<file path="src/rtl/ps2_key_event_queue.sv">
// PS/2 scan-code set 2 decoder feeding a show-ahead key-event FIFO.
// Tracks live Shift/Ctrl/Alt state, optionally filters typematic repeats.
module ps2_key_event_queue #(
  parameter int unsigned DEPTH         = 8,
  parameter bit          REPORT_BREAK  = 1'b1,
  parameter bit          REPEAT_FILTER = 1'b0,
  localparam int unsigned ADDR_W       = $clog2(DEPTH)
) (
  input  logic              i_clk,
  input  logic              i_rst,
  input  logic [7:0]        i_byte_data,
  input  logic              i_byte_valid,
  output logic [8:0]        o_event_key,
  output logic              o_event_break,
  output logic              o_event_valid,
  input  logic              i_event_ready,
  output logic [2:0]        o_modifiers,
  output logic              o_overflow,
  input  logic              i_clear_overflow,
  output logic [ADDR_W:0]   o_count
);

  typedef enum logic [2:0] {StIdle, StExt, StBrk, StExtBrk, StPause} state_e;

  localparam logic [ADDR_W:0] FullCount = (ADDR_W + 1)'(DEPTH);
  localparam logic [8:0] ModCodes [6] = '{9'h012, 9'h059, 9'h014, 9'h114, 9'h011, 9'h111};

  state_e            r_state, w_state_nxt;
  logic [2:0]        r_skip, w_skip_nxt;
  logic              w_dec_valid, w_dec_brk, w_dec_pause;
  logic [8:0]        w_dec_key;
  logic              w_evt, w_rep_hit, w_push, w_pop, w_full, w_wr;
  logic [5:0]        r_mod_flags;
  logic [8:0]        r_last_key;
  logic              r_last_valid;
  logic [9:0]        r_mem [DEPTH];
  logic [ADDR_W-1:0] r_wr_ptr, r_rd_ptr;
  logic [ADDR_W:0]   r_count, w_count_nxt;
  logic              r_overflow;

  always_ff @(posedge i_clk) begin
    if (i_rst) begin
      r_state <= StIdle;
      r_skip  <= '0;
    end else begin
      r_state <= w_state_nxt;
      r_skip  <= w_skip_nxt;
    end
  end

  always_comb begin
    w_state_nxt = r_state;
    w_skip_nxt  = r_skip;
    if (i_byte_valid) begin
      if (r_state == StPause) begin
        // Pause is E1 followed by seven bytes carrying no further event
        if (r_skip == 3'd6) begin
          w_state_nxt = StIdle;
          w_skip_nxt  = '0;
        end else begin
          w_skip_nxt = r_skip + 3'd1;
        end
      end else begin
        case (i_byte_data)
          8'hE0: w_state_nxt = StExt;
          8'hF0: begin
            if (r_state == StIdle)     w_state_nxt = StBrk;
            else if (r_state == StExt) w_state_nxt = StExtBrk;
          end
          8'hE1: begin
            w_state_nxt = StPause;
            w_skip_nxt  = '0;
          end
          default: w_state_nxt = StIdle;
        endcase
      end
    end
  end

  always_comb begin
    w_dec_valid = 1'b0;
    w_dec_key   = '0;
    w_dec_brk   = 1'b0;
    w_dec_pause = 1'b0;
    if (i_byte_valid && r_state != StPause) begin
      case (i_byte_data)
        8'hE0, 8'hF0, 8'h00, 8'hFF, 8'hAA, 8'hFA, 8'hFE, 8'hEE: ;
        8'hE1: begin
          w_dec_valid = 1'b1;
          w_dec_key   = 9'h1E1;
          w_dec_pause = 1'b1;
        end
        default: begin
          w_dec_valid = 1'b1;
          w_dec_key   = {(r_state == StExt) || (r_state == StExtBrk), i_byte_data};
          w_dec_brk   = (r_state == StBrk) || (r_state == StExtBrk);
        end
      endcase
    end
  end

  assign w_evt     = w_dec_valid && (w_dec_key != 9'h112) && (w_dec_key != 9'h159);
  assign w_rep_hit = REPEAT_FILTER && r_last_valid && !w_dec_brk && !w_dec_pause &&
                     (w_dec_key == r_last_key);
  assign w_push    = w_evt && !w_rep_hit && (!w_dec_brk || REPORT_BREAK);

  always_ff @(posedge i_clk) begin
    if (i_rst) begin
      r_mod_flags  <= '0;
      r_last_key   <= '0;
      r_last_valid <= 1'b0;
    end else if (w_evt) begin
      for (int i = 0; i < 6; i++) begin
        if (w_dec_key == ModCodes[i]) r_mod_flags[i] <= !w_dec_brk;
      end
      if (!w_dec_brk) begin
        r_last_key   <= w_dec_key;
        r_last_valid <= 1'b1;
      end else if (w_dec_key == r_last_key) begin
        r_last_valid <= 1'b0;
      end
    end
  end

  assign o_modifiers = {r_mod_flags[4] | r_mod_flags[5], r_mod_flags[2] | r_mod_flags[3],
                        r_mod_flags[0] | r_mod_flags[1]};

  assign w_pop  = (r_count != '0) && i_event_ready;
  assign w_full = (r_count == FullCount);
  // A full queue still accepts a push when the head leaves in the same cycle
  assign w_wr   = w_push && (!w_full || w_pop);

  always_comb begin
    w_count_nxt = r_count;
    if (w_wr && !w_pop)      w_count_nxt = r_count + (ADDR_W + 1)'(1);
    else if (!w_wr && w_pop) w_count_nxt = r_count - (ADDR_W + 1)'(1);
  end

  always_ff @(posedge i_clk) begin
    if (i_rst) begin
      for (int i = 0; i < int'(DEPTH); i++) r_mem[i] <= '0;
      r_wr_ptr   <= '0;
      r_rd_ptr   <= '0;
      r_count    <= '0;
      r_overflow <= 1'b0;
    end else begin
      if (w_wr) begin
        r_mem[r_wr_ptr] <= {w_dec_brk, w_dec_key};
        r_wr_ptr        <= r_wr_ptr + 1'b1;
      end
      if (w_pop) r_rd_ptr <= r_rd_ptr + 1'b1;
      r_count <= w_count_nxt;
      if (w_push && w_full && !w_pop) r_overflow <= 1'b1;
      else if (i_clear_overflow)      r_overflow <= 1'b0;
    end
  end

  assign o_event_key   = r_mem[r_rd_ptr][8:0];
  assign o_event_break = r_mem[r_rd_ptr][9];
  assign o_event_valid = (r_count != '0);
  assign o_overflow    = r_overflow;
  assign o_count       = r_count;

endmodule

</file>
<file path="config.mk">
export PLATFORM = sky130hd
export DESIGN_NAME = ps2_key_event_queue
export DESIGN_NICKNAME = d
export VERILOG_FILES = /design/src/rtl/ps2_key_event_queue.sv
export SDC_FILE = /design/constraint.sdc
export NUM_CORES = 1
export LEC_CHECK = 0
export BUFFER_PORTS_ARGS = -buffer_cell sky130_fd_sc_hd__buf_2
export CORE_AREA = 5 5 138 74
export CTS_CLUSTER_DIAMETER = 120
export DETAILED_ROUTE_END_ITERATION = 12
export DIE_AREA = 0 0 143 79
export PLACE_DENSITY = 0.78
export SLEW_MARGIN = 25
export SYNTH_ARGS = -nofsm -noshare
export SYNTH_HDL_FRONTEND = slang
export SYNTH_SLANG_ARGS = --single-unit
</file>
<file path="constraint.sdc">
create_clock -name i_clk -period 3.2 [get_ports i_clk]
set_input_delay 0.16 -clock i_clk [delete_from_list [all_inputs] [get_ports i_clk]]
set_output_delay 0.16 -clock i_clk [all_outputs]
set_load 0.01 [all_outputs]
</file>
==> results of run 1 <==
## worst max-delay path, stage by stage (launching register included)
cell,delay [ns]
dfxtp_1,0.38
nor4_1,0.58
a21oi_2,0.09
and3_4,0.27
ha_1,0.22
inv_1,0.12
ha_1,0.25
a21o_1,0.18
a21oi_1,0.16
xnor2_1,0.09
or3_1,0.30
a21oi_1,0.14
## worst max path at each step
| stage | startpoint | endpoint | slack (ns) | cells past startpoint |
|---|---|---|---|---|
| 2_1_floorplan | i_byte_data[3] | o_count[3] | 0.41 | 14 |
| 3_3_place_gp | i_byte_data[6] | o_count[3] | 0.36 | 13 |
| 3_5_place_dp | i_byte_data[6] | o_count[3] | 0.23 | 13 |
| 4_1_cts | o_count[0] | o_count[3] | 0.36 | 11 |
| 5_1_grt | r_state[2] | o_count[3] | 0.14 | 12 |
| 6_report | o_count[0] | o_count[3] | 0.34 | 11 |
## cells in the mapped netlist (3+ instances only)
cell type  instances
nand2b_1           4
nand4_1            6
a21o_1             6
ha_1               5
a41o_1             4
buf_6              3
mux2_2            10
nand4_4            8
edfxtp_1          80
inv_1              9
dfxtp_1           26
nand3_1           13
buf_2              7
xor2_1             3
nor3b_1            4
mux2i_1            6
nor2_1           106
clkbuf_1           8
or2_2              5
nor3_1             9
mux4_2            20
o21ai_0            7
nand2_1           19
nor4_1             6
a21oi_1            7
## final cells by class
cell class                      instances  area [sq um]  share of cell area, %
Clock buffer                           13           282                   4.93
Clock inverter                          3          18.8                  0.329
Inverter                                9          33.8                  0.591
Multi-Input combinational cell        284          2110                   36.9
Sequential cell                       106          2920                   51.2
Tap cell                              121           151                   2.65
Timing Repair Buffer                   36           193                   3.37
## cell families after synthesis
| group | count (synthesis) | share of synthesized area [%] |
|---|---|---|
| adders and majority gates | 7 | 1.79 |
| xor gates and xnor gates | 5 | 0.846 |
| buffers and inverters | 30 | 2.85 |
| DFF | 106 | 56.5 |
| AOI/OAI and AO/OA | 41 | 5.73 |
| and+or+nand+nor | 194 | 20.1 |
| muxes | 37 | 12.3 |
## state kept, by name, indices dropped and copies added (netlist names), named ones only
name / flops
o_overflow: 1
r_skip: 3
r_wr_ptr: 3
r_state: 3
r_mod_flags: 6
o_count: 4
r_rd_ptr: 3
r_mem: 80
## power groups by stage
stage,Sequential (uW),Combinational (uW),Clock [uW]
after floorplan,1660,654,0
after global placement,1700,827,0
after detailed placement,1710,849,0
after CTS,1680,855,1110
after global routing,1690,920,1180
final,1680,846,1100
## layer usage
layer,GRT usage [%],wire (um)
met3,6.74,1070
met2,32.6,5290
met1,34.0,5630
met5,0,0
met4,4.84,127
## through the flow
| step | cell area [sq um] | worst slack, ns | instances | total power [uW] | hold WS [ns] |
|---|---|---|---|---|---|
| global placement | 5410 | 0.355 | 556 | 2520 | 0.422 |
| global route | 5710 | 0.140 | 572 | 3790 | 0.0674 |
| CTS | 5710 | 0.359 | 572 | 3650 | 0.0572 |
| floorplan | 5180 | 0.408 | 420 | 2310 | 0.257 |
| detailed placement | 5410 | 0.227 | 556 | 2560 | 0.430 |
| finish | 5710 | 0.340 | 572 | 3620 | 0.0683 |
==> out/qor.yml, run 1 <==
status:
  status: "completed"
floorplanning:
  row_count: 25
  die_y_um: 79
  core_sq_um: 9040
  start_util_pct: 57.3
  dieArea_sq_um: 11300
  num_io_pins: 32
  die_x_um: 143
placement:
  gp_congestion: 0.864
  io_buffers: 31
  dp_hpwl_um: 8460
layout:
  final_util_pct: 63.2
  final_cell_mix: "106 x nor2_1, 80 x edfxtp_1, 31 x buf_2"
  synthToLayoutAreaGrowth_pct: 10.3
  nFillCells: 719
  n_antenna_cell: 0
  num-nets-final: 465
  final_common_cell: "nor2_1"
  drive_gt1_share_pct: 22.8
power_and_ir_drop:
  switching_power_uw: 1010
  vdd_drop_max_uv: 476
  p_seq_share_pct: 46.3
  combPwrFrac_pct: 23.4
  p_leak_uw: 0.00205
  clkPwrFrac_pct: 30.3
  switching_share_pct: 27.9
  p_int_uw: 2610
  p_per_area_nw_per_um2: 634
detailed_routing:
  drtIter0Drc: 423
  ant_nets: 0
  post_drt_wl_per_cell_um: 21.2
  wl_um: 12100
  viasPerCell: 6.28
  vias: 3595
  drc: 0
  first_pass_iters: 6
critical_path:
  path_class: "reg2reg"
  worstSetupStartpointType: "flip-flop"
  path_max_fanout: 12
  cp.required_ns: 3.47
  end_kind: "flip-flop"
  r2r-start: "o_count[0]"
  r2r-end: "o_count[3]"
  reg2reg_depth: 11
  cp.arrival_ns: 3.13
  r2r_slack_ns: 0.34
grt:
  grt_max_degree: 34
  gr-total-overflow: 0
  first_global_vias: 3411
  grtUsageTotal_pct: 22.6
  grt_pass1_wl_um: 19000
  grt_antenna_before_repair: 0
synth:
  syn_area_per_cell_sq_um: 12.3
  yosysWarnings: 0
  synthCells: 420
  synthesis.nets: 439
  synth-edff-count: 80
  synth_area_sq_um: 5180
  yosysTopAreaCell: "edfxtp_1"
  synth_cell_types: 53
  ys.flop_type: "edfxtp_1"
  synth-seq-area-share_pct: 56.5
  synth.area.top_cells: "edfxtp_1 46%, dfxtp_1 10%, mux4_2 8.7%"
  synth_top_area_share_pct: 46.4
  ys_ff_latch: 106
  async_flop_share_pct: 0
sta:
  fmax_mhz: 350
  maxSlewViolCount: 0
  finalCritPeriodShare_pct: 89.4
  max_slew_margin_pct: 54.0
  tns_ns: 0
  hold_viol_final: 0
  rsz0062_at_grt: "false"
  finalCriticalPeriod_ns: 2.86
  skew_ns: 0.00506
  finalSetupViolCount: 0
  tightest_slew_ns: 0.683
flow_run:
  drv_cap: 0
hold_path:
  min-delay-start: "i_clear_overflow"
  holdCritPathClass: "in2reg"
  hold_path_depth: 3
  hold_end: "o_overflow"
clocking:
  clock-sinks: 106
  max-clock-path-buffers: 2
  cts.clk_slew.worst_paths_ns: 0.07
  cts_hold_buf: 0
  cts_resized: 0
  cts_tree: "built"
  cts_setup_buffers: 0
  cts_root_buf: "clkbuf_16"
  clock_latency_ns: 0.35
  numCtsBuffers: 9
  htreeDepth: 3
Note: power is estimated with default switching activity, not from simulation.
==> run 2, diff against run 1 <==
==> constraint.sdc (replaced) <==
create_clock -name i_clk -period 3.25 [get_ports i_clk]
set_input_delay 0.1625 -clock i_clk [delete_from_list [all_inputs] [get_ports i_clk]]
set_output_delay 0.1625 -clock i_clk [all_outputs]
set_load 0.01 [all_outputs]
==> out/qor.yml, run 2 (synthesized netlist as in run 1, its figures left out) <==
layout:
  synthToLayoutAreaGrowth_pct: 10.2
  num-nets-final: 465
  n_antenna_cell: 0
  final_common_cell: "nor2_1"
  largest_register_ffs: 80
  largest_register: "r_mem"
  final_cell_mix: "106 x nor2_1, 80 x edfxtp_1, 31 x buf_2"
  drive_gt1_share_pct: 22.4
grt:
  grt_pass1_wl_um: 19300
  gr-total-overflow: 0
  first_global_vias: 3501
  grtUsageTotal_pct: 22.8
  grt_antenna_before_repair: 0
  grt_max_degree: 34
critical_path:
  end_kind: "flip-flop"
  reg2reg_depth: 12
  worstSetupStartpointType: "flip-flop"
  path_max_fanout: 12
  cpMaxStageDelayCell: "dfxtp_1"
  crit_path_max_incr_delay_ns: 0.42
  r2r_slack_ns: 0.26
  r2r-end: "o_count[3]"
  crit_chain: "nor3b_1 > a311oi_1 > o21a_1 > and3_4 > ha_1 > inv_1 > ha_1 > a21o_1 > a21oi_1 > xnor2_1 > or3_1 > a21oi_1"
  crit_start: "r_state[0]"
  cp_top_family: "compound AO/OA/AOI/OAI gates"
  path_buf_inv: 1
  cp.required_ns: 3.51
  r2r-start: "r_state[0]"
  path_class: "reg2reg"
  cp.arrival_ns: 3.26
clocking:
  cts_hold_buf: 0
  cts_tree: "built"
  cts_setup_buffers: 0
  clock_latency_ns: 0.35
  clock-sinks: 106
  cts.clk_slew.worst_paths_ns: 0.07
  htreeDepth: 3
  cts_root_buf: "clkbuf_16"
  numCtsBuffers: 9
  cts_resized: 0
  max-clock-path-buffers: 2
power_and_ir_drop:
  p_seq_share_pct: 46.0
  combPwrFrac_pct: 23.4
  p_leak_uw: 0.00205
  p_per_area_nw_per_um2: 627
  clkPwrFrac_pct: 30.6
  switching_share_pct: 28.1
  vdd_drop_max_uv: 476
  switching_power_uw: 1000
  p_int_uw: 2580
sta:
  finalCriticalPeriod_ns: 2.99
  whs_ns: 0.0826
  finalCritPeriodShare_pct: 92.1
  tns_ns: 0
  fmax_mhz: 334
  rsz0062_at_grt: "false"
  max_slew_margin_pct: 30.9
  finalSetupViolCount: 0
  maxSlewViolCount: 0
  skew_ns: 0.00932
  setup_ws_ns: 0.255
  tightest_slew_ns: 1.04
  hold_viol_final: 0
detailed_routing:
  first_pass_iters: 5
  highest_layer: "met4"
  drtIter0Drc: 489
  viasPerCell: 6.23
  met2_length_um: 5310
  vias: 3563
  post_drt_wl_per_cell_um: 21.1
  drc: 0
  wl_met1_um: 5460
  ant_nets: 0
  wl_um: 12100
  wl_met3_um: 1130
floorplanning:
  die_y_um: 79
  core_sq_um: 9040
  die_x_um: 143
  dieArea_sq_um: 11300
  num_io_pins: 32
  start_util_pct: 57.3
  row_count: 25
placement:
  dp_hpwl_um: 8490
  gp_congestion: 0.885
  dp_worst_setup_slack_ns: 0.216
  io_buffers: 31
hold_path:
  hold_path_depth: 2
  hold_end: "r_state[0]"
  holdCritPathClass: "in2reg"
  min-delay-start: "i_byte_valid"
status:
  status: "completed"
flow_run:
  drv_cap: 0
==> run 2: changes by cell type in the layout (fill, tap and decap cells not counted) <==
| cell | change |
|---|---|
| bufinv_16 | +1 |
| clkinv_1 | +1 |
| inv_6 | -1 |
| clkinv_4 | +1 |
| dfxtp_2 | -1 |
| clkbuf_16 | -1 |
| clkbuf_8 | -1 |
| inv_4 | +1 |
| dfxtp_1 | +1 |
| clkinv_2 | -1 |
==> run 2: worst max path at each step <==
stage            endpoint  slack [ns]  cells past startpoint
3_5_place_dp   o_count[3]        0.22                     13
6_report       o_count[3]        0.26                     12
4_1_cts        o_count[3]        0.29                     12
2_1_floorplan  o_count[3]        0.46                     14
5_1_grt        o_count[3]        0.04                     12
3_3_place_gp   o_count[3]        0.39                     13
==> run 2: layout make-up <==
| type | instances | area, sq um |
|---|---|---|
| Clock inverter | 5 | 53.8 |
| Inverter | 9 | 33.8 |
| Tap cell | 121 | 151 |
| Clock buffer | 11 | 243 |
| Timing Repair Buffer | 36 | 193 |
| Sequential cell | 106 | 2920 |
| Fill cell | 701 | 3330 |
| Multi-Input combinational cell | 284 | 2110 |
==> run 2: power groups by stage <==
stage	Sequential (uW)	Combinational, uW	Clock (uW)
after floorplan	1630	644	0
after global placement	1670	813	0
after detailed placement	1680	842	0
after CTS	1650	847	1100
after global routing	1660	920	1160
final	1650	837	1100
==> run 2: worst register-to-register path: stages (launching register included) <==
cell and delay, ns:
dfxtp_1 0.42, nor3b_1 0.13, a311oi_1 0.27, o21a_1 0.21
and3_4 0.30, ha_1 0.22, inv_1 0.09, ha_1 0.29
a21o_1 0.18, a21oi_1 0.17, xnor2_1 0.09, or3_1 0.34
a21oi_1 0.20
==> run 2: per-stage QoR <==
| stage | total power (uW) | area, sq um | cells | util [%] |
|---|---|---|---|---|
| finish | 3580 | 5710 | 572 | 63.1 |
| global route | 3740 | 5710 | 572 | 63.1 |
| CTS | 3600 | 5710 | 572 | 63.1 |
| detailed placement | 2520 | 5410 | 556 | 59.9 |
| global placement | 2480 | 5410 | 556 | 59.9 |
| floorplan | 2280 | 5180 | 420 | - |
==> run 2: routing by layer <==
metal,track usage (%),vias to the layer above
met5,0,-
met4,5.69,0
met3,6.98,20
met2,32.9,164
met1,33.9,1763
li1,-,1616
==> run 3, diff against run 2 <==
--- a/config.mk
+++ b/config.mk
@@ -5,11 +5,12 @@
 export SDC_FILE = /design/constraint.sdc
 export NUM_CORES = 1
 export LEC_CHECK = 0
+export ABC_AREA = 1
 export BUFFER_PORTS_ARGS = -buffer_cell sky130_fd_sc_hd__buf_2
-export CORE_AREA = 5 5 138 74
+export CORE_AREA = 5 5 140 75
 export CTS_CLUSTER_DIAMETER = 120
 export DETAILED_ROUTE_END_ITERATION = 12
-export DIE_AREA = 0 0 143 79
+export DIE_AREA = 0 0 145 80
 export PLACE_DENSITY = 0.78
 export SLEW_MARGIN = 25
 export SYNTH_ARGS = -nofsm -noshare
==> out/qor.yml, run 3 <==
detailed_routing:
  ant_nets: 0
  post_drt_wl_per_cell_um: 17.2
  first_pass_iters: 5
  drtIter0Drc: 440
  wl_um: 12900
  viasPerCell: 5.70
  drc: 0
  vias: 4290
critical_path:
  path_max_fanout: 9
  endpoint: "o_count[3]"
  crit_start: "r_state[1]"
  r2r-end: "o_count[3]"
  worstSetupStartpointType: "flip-flop"
  path_class: "reg2reg"
  cp.required_ns: 3.49
  cp.arrival_ns: 3.25
  reg2reg_depth: 20
  r2r-start: "r_state[1]"
  r2r_slack_ns: 0.25
  end_kind: "flip-flop"
floorplanning:
  die_x_um: 145
  core_sq_um: 9170
  row_count: 25
  dieArea_sq_um: 11600
  num_io_pins: 32
  start_util_pct: 58.7
  die_y_um: 80
sta:
  tightest_slew_ns: 0.714
  finalCritPeriodShare_pct: 92.4
  finalSetupViolCount: 0
  maxSlewViolCount: 0
  max_slew_margin_pct: 52.3
  fmax_mhz: 333
  skew_ns: 0.00555
  hold_viol_final: 0
  finalCriticalPeriod_ns: 3.00
placement:
  place_area_sq_um: 5640
  dp_hpwl_um: 9200
  gp_congestion: 0.890
  placed_cells: 735
  io_buffers: 31
power_and_ir_drop:
  switching_power_uw: 1270
  combPwrFrac_pct: 27.2
  p_int_uw: 2660
  p_per_area_nw_per_um2: 654
  p_seq_share_pct: 41.2
  clkPwrFrac_pct: 31.7
  switching_share_pct: 32.4
  vdd_drop_max_uv: 338
  p_leak_uw: 0.00238
grt:
  grtUsageTotal_pct: 23.2
  grt_pass1_wl_um: 20800
  first_global_vias: 4080
  grt_max_degree: 41
  grt_antenna_before_repair: 0
  gr-total-overflow: 0
synth:
  synth_area_sq_um: 5380
  synthesis.nets: 614
  ys_ff_latch: 106
  synthCells: 595
  yosys.cell_count.top_type: "nor2_1"
  synth.area.top_cells: "edfxtp_1 45%, nor2_1 11%, dfxtp_1 9.7%"
  synth_cell_types: 35
  async_flop_share_pct: 0
  ys.flop_type: "edfxtp_1"
  yosysWarnings: 0
  synth_commonest_cells: "156 x nor2_1, 80 x edfxtp_1, 57 x nand2_1, 55 x o21ai_0, 37 x inv_1"
  synth_top_area_share_pct: 44.7
  synth-edff-count: 80
  synth-seq-area-share_pct: 54.3
  yosysTopAreaCell: "edfxtp_1"
  syn_area_per_cell_sq_um: 9.04
clocking:
  clock-sinks: 106
  cts.clk_slew.worst_paths_ns: 0.07
  cts_hold_buf: 0
  numCtsBuffers: 9
  max-clock-path-buffers: 2
  cts_root_buf: "clkbuf_16"
  clock_latency_ns: 0.35
  htreeDepth: 3
  cts_tree: "built"
layout:
  n_antenna_cell: 0
  final_common_cell: "nor2_1"
  final_area_sq_um: 6020
  largest_register: "r_mem"
  num-nets-final: 645
  synthToLayoutAreaGrowth_pct: 11.9
  drive_gt1_share_pct: 22.5
  layout.cells.non_filler: 752
  largest_register_ffs: 80
  final_cell_mix: "152 x nor2_1, 80 x edfxtp_1, 56 x nand2_1"
flow_run:
  drv_cap: 0
status:
  status: "completed"
hold_path:
  min-delay-start: "i_clear_overflow"
  holdCritPathClass: "in2reg"
==> run 3: changes by cell type after synthesis, moves of 20 or more <==
cell and delta:
nor2_1 +50, o21ai_0 +48, nand2_1 +38, nor2_2 +34, inv_1 +28, mux4_2 -20
==> run 3: worst min path at each step <==
stage / endpoint / slack, ns / cells after the start
after floorplan: o_overflow / 0.33 / 3
after global placement: o_overflow / 0.41 / 4
after detailed placement: o_overflow / 0.42 / 4
after CTS: o_overflow / 0.05 / 4
after global routing: o_overflow / 0.06 / 4
final: o_overflow / 0.06 / 4
==> run 3: timing repair <==
action / 4_1_cts / 5_1_grt
gates resized for setup: 1 / 11
pin swaps: 0 / 3
setup buffers: 0 / 1
cloned: 0 / 0
setup endpoints to repair: 1 / 1
==> run 3: power by group through the flow <==
| stage | combinational [uW] | sequential (uW) | clock (uW) |
|---|---|---|---|
| after floorplan | 689 | 1650 | 0 |
| after global placement | 1000 | 1650 | 0 |
| after detailed placement | 1040 | 1650 | 0 |
| after CTS | 1050 | 1620 | 1250 |
| after global routing | 1180 | 1630 | 1310 |
| final | 1070 | 1620 | 1250 |
==> run 3: critical path, stage by stage (launching register included) <==
cell and delay, ns:
dfxtp_2 0.34, nor2_2 0.13, inv_1 0.10, nor2_4 0.13
nor2_2 0.06, buf_6 0.14, nand2_2 0.12, a21oi_4 0.05
nand3_1 0.13, nand3_2 0.13, nor2_4 0.11, ha_2 0.21
inv_2 0.06, ha_1 0.32, and3_1 0.20, a211oi_2 0.24
nor2_1 0.07, nor2_1 0.08, nand2_1 0.06, o21ai_0 0.15
a21oi_1 0.05
==> run 3: logic make-up (layout without fill, tap and decap cells) <==
logic type	Yosys count	in the layout	share of synthesized area, %
buffers and inverters	76	112	6.63
XOR/XNOR	2	2	0.326
AO/OA/AOI/OAI	96	96	9.70
AND/OR/NAND/NOR	309	309	27.5
adder cells (fa/ha/maj)	6	6	1.54
flip-flops	106	106	54.3
==> run 3: metal layers <==
layer  GRT usage (%)  part of all wire (%)  wire length, um
met5               0                     0                0
met1            32.2                    45             5860
met2            34.9                    43             5560
met3            8.00                    10             1330
met4            6.02                   1.3              162
==> run 3: metrics by stage <==
step	setup TNS [ns]	hold WS, ns	util [%]	power [uW]	worst slack, ns
floorplan	0	0.326	-	2340	0.207
global placement	0	0.413	61.5	2650	0.197
detailed placement	-0.0426	0.421	61.5	2690	-0.0426
CTS	0	0.0452	65.3	3920	0.0184
global route	-0.0162	0.0648	65.7	4130	-0.0162
finish	0	0.0563	65.7	3940	0.247
==> run 3: cell type report <==
type	instances	area (sq um)
clock inverter	7	115
fill	759	3150
timing repair buffer	51	309
tap	121	151
sequential	106	2930
clock buffer	9	225
multi-input combinational	413	2120
inverter	45	169
